## config.mk

```make
export PLATFORM = sky130hd
export DESIGN_NAME = y86_instr_encoder
export DESIGN_NICKNAME = d
export VERILOG_FILES = /design/src/rtl/y86_pkg.sv /design/src/rtl/y86_instr_len.sv /design/src/rtl/y86_instr_encoder.sv
export SDC_FILE = /design/constraint.sdc
export NUM_CORES = 1
export LEC_CHECK = 0
export CELL_PAD_IN_SITES_DETAIL_PLACEMENT = 1
export CELL_PAD_IN_SITES_GLOBAL_PLACEMENT = 2
export CORE_MARGIN = 1.5
export CORE_UTILIZATION = 33
export CTS_BUF_LIST = sky130_fd_sc_hd__clkbuf_4
export DETAILED_ROUTE_END_ITERATION = 8
export GPL_TIMING_DRIVEN = 0
export PLACE_DENSITY = 0.83
export RECOVER_POWER = 100
export SLEW_MARGIN = 20
export SYNTH_ARGS = -nofsm -noshare
export SYNTH_HDL_FRONTEND = slang
export SYNTH_HIERARCHICAL = 1
export SYNTH_SLANG_ARGS = --single-unit
```

## constraint.sdc

```tcl
create_clock -name clk -period 9.6 [get_ports clk]
set_clock_uncertainty 0.15 [all_clocks]
set_input_delay 0.96 -clock clk [delete_from_list [all_inputs] [get_ports clk]]
set_output_delay 0.96 -clock clk [all_outputs]
set_load 0.02 [all_outputs]
```

## src/rtl/y86_pkg.sv

```systemverilog
// y86_pkg: definitions shared by the Y86-64 encoder and the fetch stage.
//   - icode constants and the "no register" specifier RNONE
//   - FSM state type for the instruction encoder
//   - need_regids / need_valC: the field-presence rules per icode
package y86_pkg;

    localparam logic [3:0] IHALT   = 4'h0;
    localparam logic [3:0] INOP    = 4'h1;
    localparam logic [3:0] IRRMOVQ = 4'h2;
    localparam logic [3:0] IIRMOVQ = 4'h3;
    localparam logic [3:0] IRMMOVQ = 4'h4;
    localparam logic [3:0] IMRMOVQ = 4'h5;
    localparam logic [3:0] IOPQ    = 4'h6;
    localparam logic [3:0] IJXX    = 4'h7;
    localparam logic [3:0] ICALL   = 4'h8;
    localparam logic [3:0] IRET    = 4'h9;
    localparam logic [3:0] IPUSHQ  = 4'hA;
    localparam logic [3:0] IPOPQ   = 4'hB;

    localparam logic [3:0] RNONE   = 4'hF;

    typedef enum logic {
        ST_IDLE,
        ST_EMIT
    } enc_state_e;

    // Instruction carries a register-specifier byte.
    function automatic logic need_regids(input logic [3:0] icode);
        logic r;
        case (icode)
            IRRMOVQ, IIRMOVQ, IRMMOVQ, IMRMOVQ,
            IOPQ, IPUSHQ, IPOPQ: r = 1'b1;
            default:             r = 1'b0;
        endcase
        return r;
    endfunction

    // Instruction carries an 8-byte constant word.
    function automatic logic need_valC(input logic [3:0] icode);
        logic r;
        case (icode)
            IIRMOVQ, IRMMOVQ, IMRMOVQ,
            IJXX, ICALL: r = 1'b1;
            default:     r = 1'b0;
        endcase
        return r;
    endfunction

endpackage

```

## src/rtl/y86_instr_len.sv

```systemverilog
// y86_instr_len: combinational length / validity decode of one instruction.
//   icode, ifun  : instruction and function codes
//   has_regids   : register-specifier byte present
//   has_valc     : 8-byte constant present
//   len          : encoded length in bytes (1, 2, 9 or 10)
//   valid        : icode/ifun pair is legal
// Macro Y86_ENC_CHECK_EN enables ifun/icode legality checking; without it
// every pair is reported valid (unknown icodes then encode as one byte).
import y86_pkg::*;

module y86_instr_len (
    input  logic [3:0] icode,
    input  logic [3:0] ifun,
    output logic       has_regids,
    output logic       has_valc,
    output logic [3:0] len,
    output logic       valid
);

    always_comb begin
        has_regids = need_regids(icode);
        has_valc   = need_valC(icode);
        len        = 4'd1 + {3'b000, has_regids} + (has_valc ? 4'd8 : 4'd0);
    end

`ifdef Y86_ENC_CHECK_EN
    always_comb begin
        valid = 1'b0;
        case (icode)
            IHALT, INOP, IIRMOVQ, IRMMOVQ, IMRMOVQ,
            ICALL, IRET, IPUSHQ, IPOPQ: valid = (ifun == 4'h0);
            IRRMOVQ, IJXX:              valid = (ifun <= 4'h6);
            IOPQ:                       valid = (ifun <= 4'h3);
            default:                    valid = 1'b0;
        endcase
    end
`else
    logic unused_ifun;
    assign unused_ifun = ^ifun;
    assign valid       = 1'b1;
`endif

endmodule

```

## src/rtl/y86_instr_encoder.sv

```systemverilog
// y86_instr_encoder: serializes decoded Y86-64 instructions into their byte
// encoding and writes them, one byte per cycle, to instruction memory.
//   clk, reset            : clock, asynchronous active-high reset
//   load_addr, start_addr : one-cycle pulse loading the write pointer (IDLE only)
//   in_valid, in_ready    : instruction handshake; fields icode/ifun/rA/rB/valC
//   wr_en/wr_addr/wr_data : byte write port, advanced when wr_ready is high
//   next_pc               : address following the last completed instruction
//   instr_err             : one-cycle pulse, illegal instruction rejected
//   imem_err              : one-cycle pulse, instruction would exceed IMEM_BYTES
// Macro Y86_ENC_CHECK_EN enables instruction legality checking (instr_err).
import y86_pkg::*;

module y86_instr_encoder #(
    parameter int unsigned IMEM_BYTES = 1024
) (
    input  logic        clk,
    input  logic        reset,
    input  logic        load_addr,
    input  logic [63:0] start_addr,
    input  logic        in_valid,
    output logic        in_ready,
    input  logic [3:0]  icode,
    input  logic [3:0]  ifun,
    input  logic [3:0]  rA,
    input  logic [3:0]  rB,
    input  logic [63:0] valC,
    output logic        wr_en,
    output logic [63:0] wr_addr,
    output logic [7:0]  wr_data,
    input  logic        wr_ready,
    output logic [63:0] next_pc,
    output logic        instr_err,
    output logic        imem_err
);

    enc_state_e  state_q, state_d;
    logic [63:0] ptr_q, ptr_d;
    logic [3:0]  idx_q, idx_d;
    logic [3:0]  len_q, len_d;
    logic        regids_q, regids_d;
    logic [7:0]  byte0_q, byte0_d;
    logic [7:0]  regs_q, regs_d;
    logic [63:0] valc_q, valc_d;
    logic [63:0] next_pc_q, next_pc_d;
    logic        instr_err_q, instr_err_d;
    logic        imem_err_q, imem_err_d;

    logic        in_regids;
    logic        in_valc;
    logic [3:0]  in_len;
    logic        in_ok;

    y86_instr_len u_len (
        .icode      (icode),
        .ifun       (ifun),
        .has_regids (in_regids),
        .has_valc   (in_valc),
        .len        (in_len),
        .valid      (in_ok)
    );

    // A same-cycle load is applied before the bounds check, so the
    // instruction is checked and emitted at start_addr.
    logic [63:0] ptr_eff;
    logic [64:0] end_addr;
    logic        out_of_bounds;

    always_comb begin
        ptr_eff       = load_addr ? start_addr : ptr_q;
        end_addr      = {1'b0, ptr_eff} + 65'(in_len);
        out_of_bounds = end_addr > 65'(IMEM_BYTES);
    end

    // Byte mux: opcode byte, optional register byte, then valC little-endian.
    logic [3:0]  valc_idx;
    logic [63:0] valc_shift;
    logic [7:0]  cur_byte;

    always_comb begin
        valc_idx   = idx_q - (regids_q ? 4'd2 : 4'd1);
        valc_shift = valc_q >> {valc_idx[2:0], 3'b000};
        if (idx_q == 4'd0) begin
            cur_byte = byte0_q;
        end else if (regids_q && idx_q == 4'd1) begin
            cur_byte = regs_q;
        end else begin
            cur_byte = valc_shift[7:0];
        end
    end

    always_comb begin
        state_d     = state_q;
        ptr_d       = ptr_q;
        idx_d       = idx_q;
        len_d       = len_q;
        regids_d    = regids_q;
        byte0_d     = byte0_q;
        regs_d      = regs_q;
        valc_d      = valc_q;
        next_pc_d   = next_pc_q;
        instr_err_d = 1'b0;
        imem_err_d  = 1'b0;

        case (state_q)
            ST_IDLE: begin
                ptr_d = ptr_eff;
                if (in_valid) begin
                    if (!in_ok) begin
                        instr_err_d = 1'b1;
                    end else if (out_of_bounds) begin
                        imem_err_d = 1'b1;
                    end else begin
                        state_d  = ST_EMIT;
                        idx_d    = 4'd0;
                        len_d    = in_len;
                        regids_d = in_regids;
                        byte0_d  = {icode, ifun};
                        regs_d   = {rA, rB};
                        valc_d   = valC;
                    end
                end
            end
            ST_EMIT: begin
                if (wr_ready) begin
                    ptr_d = ptr_q + 64'd1;
                    idx_d = idx_q + 4'd1;
                    if (idx_q == len_q - 4'd1) begin
                        next_pc_d = ptr_q + 64'd1;
                        state_d   = ST_IDLE;
                    end
                end
            end
            default: state_d = ST_IDLE;
        endcase
    end

    always_ff @(posedge clk or posedge reset) begin
        if (reset) begin
            state_q     <= ST_IDLE;
            ptr_q       <= '0;
            idx_q       <= '0;
            len_q       <= '0;
            regids_q    <= 1'b0;
            byte0_q     <= '0;
            regs_q      <= '0;
            valc_q      <= '0;
            next_pc_q   <= '0;
            instr_err_q <= 1'b0;
            imem_err_q  <= 1'b0;
        end else begin
            state_q     <= state_d;
            ptr_q       <= ptr_d;
            idx_q       <= idx_d;
            len_q       <= len_d;
            regids_q    <= regids_d;
            byte0_q     <= byte0_d;
            regs_q      <= regs_d;
            valc_q      <= valc_d;
            next_pc_q   <= next_pc_d;
            instr_err_q <= instr_err_d;
            imem_err_q  <= imem_err_d;
        end
    end

    always_comb begin
        in_ready = (state_q == ST_IDLE);
        wr_en    = (state_q == ST_EMIT);
        wr_addr  = ptr_q;
        wr_data  = wr_en ? cur_byte : 8'h00;
        next_pc  = next_pc_q;
        imem_err = imem_err_q;
    end

`ifdef Y86_ENC_CHECK_EN
    assign instr_err = instr_err_q;
`else
    logic unused_instr_err;
    assign unused_instr_err = instr_err_q;
    assign instr_err        = 1'b0;
`endif

endmodule

```

==> out/metrics.yaml <==
status: "finished, violations left"
violations: "capacitance limit, slew limit"
ir_worst_vdd_mv: 0.0785
die_y_um: 212
grt_overflow: 0
synth_edf_count: 0
p_int_uw: 1660
drt_first_pass_iters: 5
power_switching_uw: 822
netlist_instances: 1595
synth_seq_area_share_pct: 37.9
dpl_cell_area_um2: 18200
antenna_found_initial: 10
synth_common_cells: "219 x dfrtp_1, 191 x nor2_1, 127 x a21oi_1"
cts_buffer_depth: 3
place_ws_ps: 274
yosysUniqueCellTypes: 73
setup.worst_path.class: "primary input to flop"
grt_max_degree: 84
grt_usage_pct: 29.9
synth_most_common_cell: "dfrtp_1"
rsz0062_at_grt: "no"
ys_ff_latch: 219
cts_buffers: 68
syn2layout_area_growth_pct: 31.2
slew_headroom_pct: -204
yosysTopAreaCellShare_pct: 37.9
maxCapViolCount: 3
die_w_um: 212
wl_met2_um: 31900
wl_met3_um: 3900
postSynthAreaPerCell_um2: 9.08
instances_no_fill: 2591
rows: 76
pin_count: 289
end_kind: "flop"
synth_area_leaders: "dfrtp_1 38%, mux2_1 6.7%, nor2_1 5.0%, mux2i_1 4.8%, a21oi_1 4.4%"
synth_nets: 1756
grt_pass1_vias: 15400
drc: 0
cts_tree: "done"
hold_buffers: 0
maxUsedRoutingLayer: "met5"
hp-class: "flop to flop"
cts_root_buffer: "clkbuf_4"
antenna_left: 0
synth_area_leader_cell: "dfrtp_1"
yosysWarnings: 6
setup_viol: 0
pwr-share-comb_pct: 21.7
final_core_util_pct: 44.0
fmax_ghz: 0.112
floorplan.initialDensity_pct: 33.5
gp_congestion: 0.936
htreeDepth: 3
report.final.hold_viol_count: 0
required_ps: 10120
synthArstFlopShare_pct: 100
drt_iter0_markers: 840
critPathMaxFanout: 10
dpl.cell_count: 2470
drv_slew: 159
layout.nets: 2117
clock_power_share_pct: 38.8
period_needed_ps: 8890
post_cts_buffers: 0
cts.reportedPaths.clkPinSlew_ps: 60
power_density_nw_per_um2: 131
stdcell_area_um2: 19000
fin_ws_ps: 709
dpl.hpwl_um: 51500
crit_arrival_ps: 9410
drive_gt1_share_pct: 9.56
pwr-share-seq_pct: 39.4
drt-met1-wl_um: 28600
setup_tns_ps: 0
core-area_um2: 43200
vias: 14500
routed_wl_um: 67000
post_cts_resized: 0
wire_per_inst_um: 25.9
worst_pin_slew_ps: 4560
clock_latency_ps: 810
io_buffer_count: 286
cts_num_sinks: 219
final.period_utilization_pct: 92.6
vias_per_cell: 5.60
start_kind: "primary input"
synth_ff_type: "dfrtp_1"
synthesis.area_um2: 14500
grt_pass1_wl_um: 99200
power.leakage_uw: 0.00803
swShare_pct: 33.1
die_area_um2: 45100
## metrics by stage
step / total power (uW) / hold slack, ps
floorplan: 1280 / 302
global placement: 1530 / 314
detailed placement: 1540 / 322
CTS: 2530 / 336
global route: 2610 / 348
finish: 2490 / 335
## final timing paths
check	from	end	slack, ps	cells past startpoint
setup / recovery	load_addr	valc_q[3]$_DFFE_PP0P_	710	18
hold / removal	valc_q[28]$_DFFE_PP0P_	valc_q[28]$_DFFE_PP0P_	330	1
setup reg to reg	wr_addr[3]$_DFFE_PP0P_	valc_q[3]$_DFFE_PP0P_	3470	12
hold reg to reg	valc_q[28]$_DFFE_PP0P_	valc_q[28]$_DFFE_PP0P_	330	1
max in group asynchronous	reset	wr_addr[12]$_DFFE_PP0P_	2670	3
min in group asynchronous	reset	next_pc[21]$_DFFE_PP0P_	1310	2
## cells in the final DEF (no fill, tap or decap), drive strengths merged, types with 10 or more instances in the layout
cell type / count
a211oi: 19
a21oi: 127
a22oi: 16
a31oi: 11
and2: 17
and3: 20
buf: 42
clkbuf: 192
clkdlybuf4s50: 146
clkinv: 11
dfrtp: 219
dlygate4sd3: 140
ha: 10
inv: 21
mux2: 110
mux2i: 70
mux4: 16
nand2: 123
nand3: 93
nand3b: 24
nand4: 48
nand4b: 10
nor2: 191
nor3: 29
nor4: 20
o21ai: 34
xnor2: 69
xor2: 55
## cell families (layout without fill, tap and decap cells)
| logic type | count (synthesis) | count (layout) | share of synthesized area (%) |
|---|---|---|---|
| DFF | 219 | 219 | 37.9 |
| xor gates and xnor gates | 124 | 124 | 7.50 |
| adders and majority gates | 12 | 12 | 1.14 |
| other | 3 | 12 | 0.0778 |
| and+or+nand+nor | 613 | 613 | 20.9 |
| AOI/OAI and AO/OA | 275 | 275 | 11.9 |
| muxes | 196 | 196 | 15.9 |
| buffers and inverters | 153 | 555 | 4.75 |
## layer usage
metal	vias to the layer above	track usage, %
met2	500	49.3
met3	130	5.88
met5	-	0
met4	4	12.5
li1	6495	-
met1	7387	38.1
## final cells by class
| class | count | area [um2] |
|---|---|---|
| fillers | 5071 | 24200 |
| multi-input cells | 1223 | 8320 |
| flip-flops and latches | 219 | 5480 |
| repair buffers | 291 | 2920 |
| well taps | 585 | 732 |
| clock buffers | 93 | 698 |
| plain buffers | 136 | 622 |
| clock inverters | 18 | 145 |
| inverters | 17 | 65.1 |
| diodes | 9 | 22.5 |
## state kept, by name (all words and copies together) (netlist names)
| signal | count |
|---|---|
| idx_q | 4 |
| len_q | 4 |
| byte0_q | 8 |
| next_pc | 64 |
| imem_err | 1 |
| wr_addr | 64 |
| wr_en | 1 |
| valc_q | 64 |
| regids_q | 1 |
| regs_q | 8 |
## power groups by stage
stage | sequential [uW] | combinational, uW | clock (uW)
2_1_floorplan | 1020 | 259 | 0
3_3_place_gp | 998 | 534 | 0
3_5_place_dp | 998 | 545 | 0
4_1_cts | 981 | 548 | 999
5_1_grt | 983 | 577 | 1050
6_report | 980 | 540 | 965
## critical path, stage by stage
cell and delay, ps:
buf_2 280, buf_2 360, buf_2 360, buf_2 440, clkbuf_1 710, clkbuf_1 780
mux2_1 410, ha_1 350, nand3_1 150, a22oi_1 700, nand4_1 360, or3_1 440
or4b_1 530, a2111oi_0 720, nand3_1 240, nor4_4 860, buf_4 340, mux2_1 340
Power figures use the tool's default switching activity.
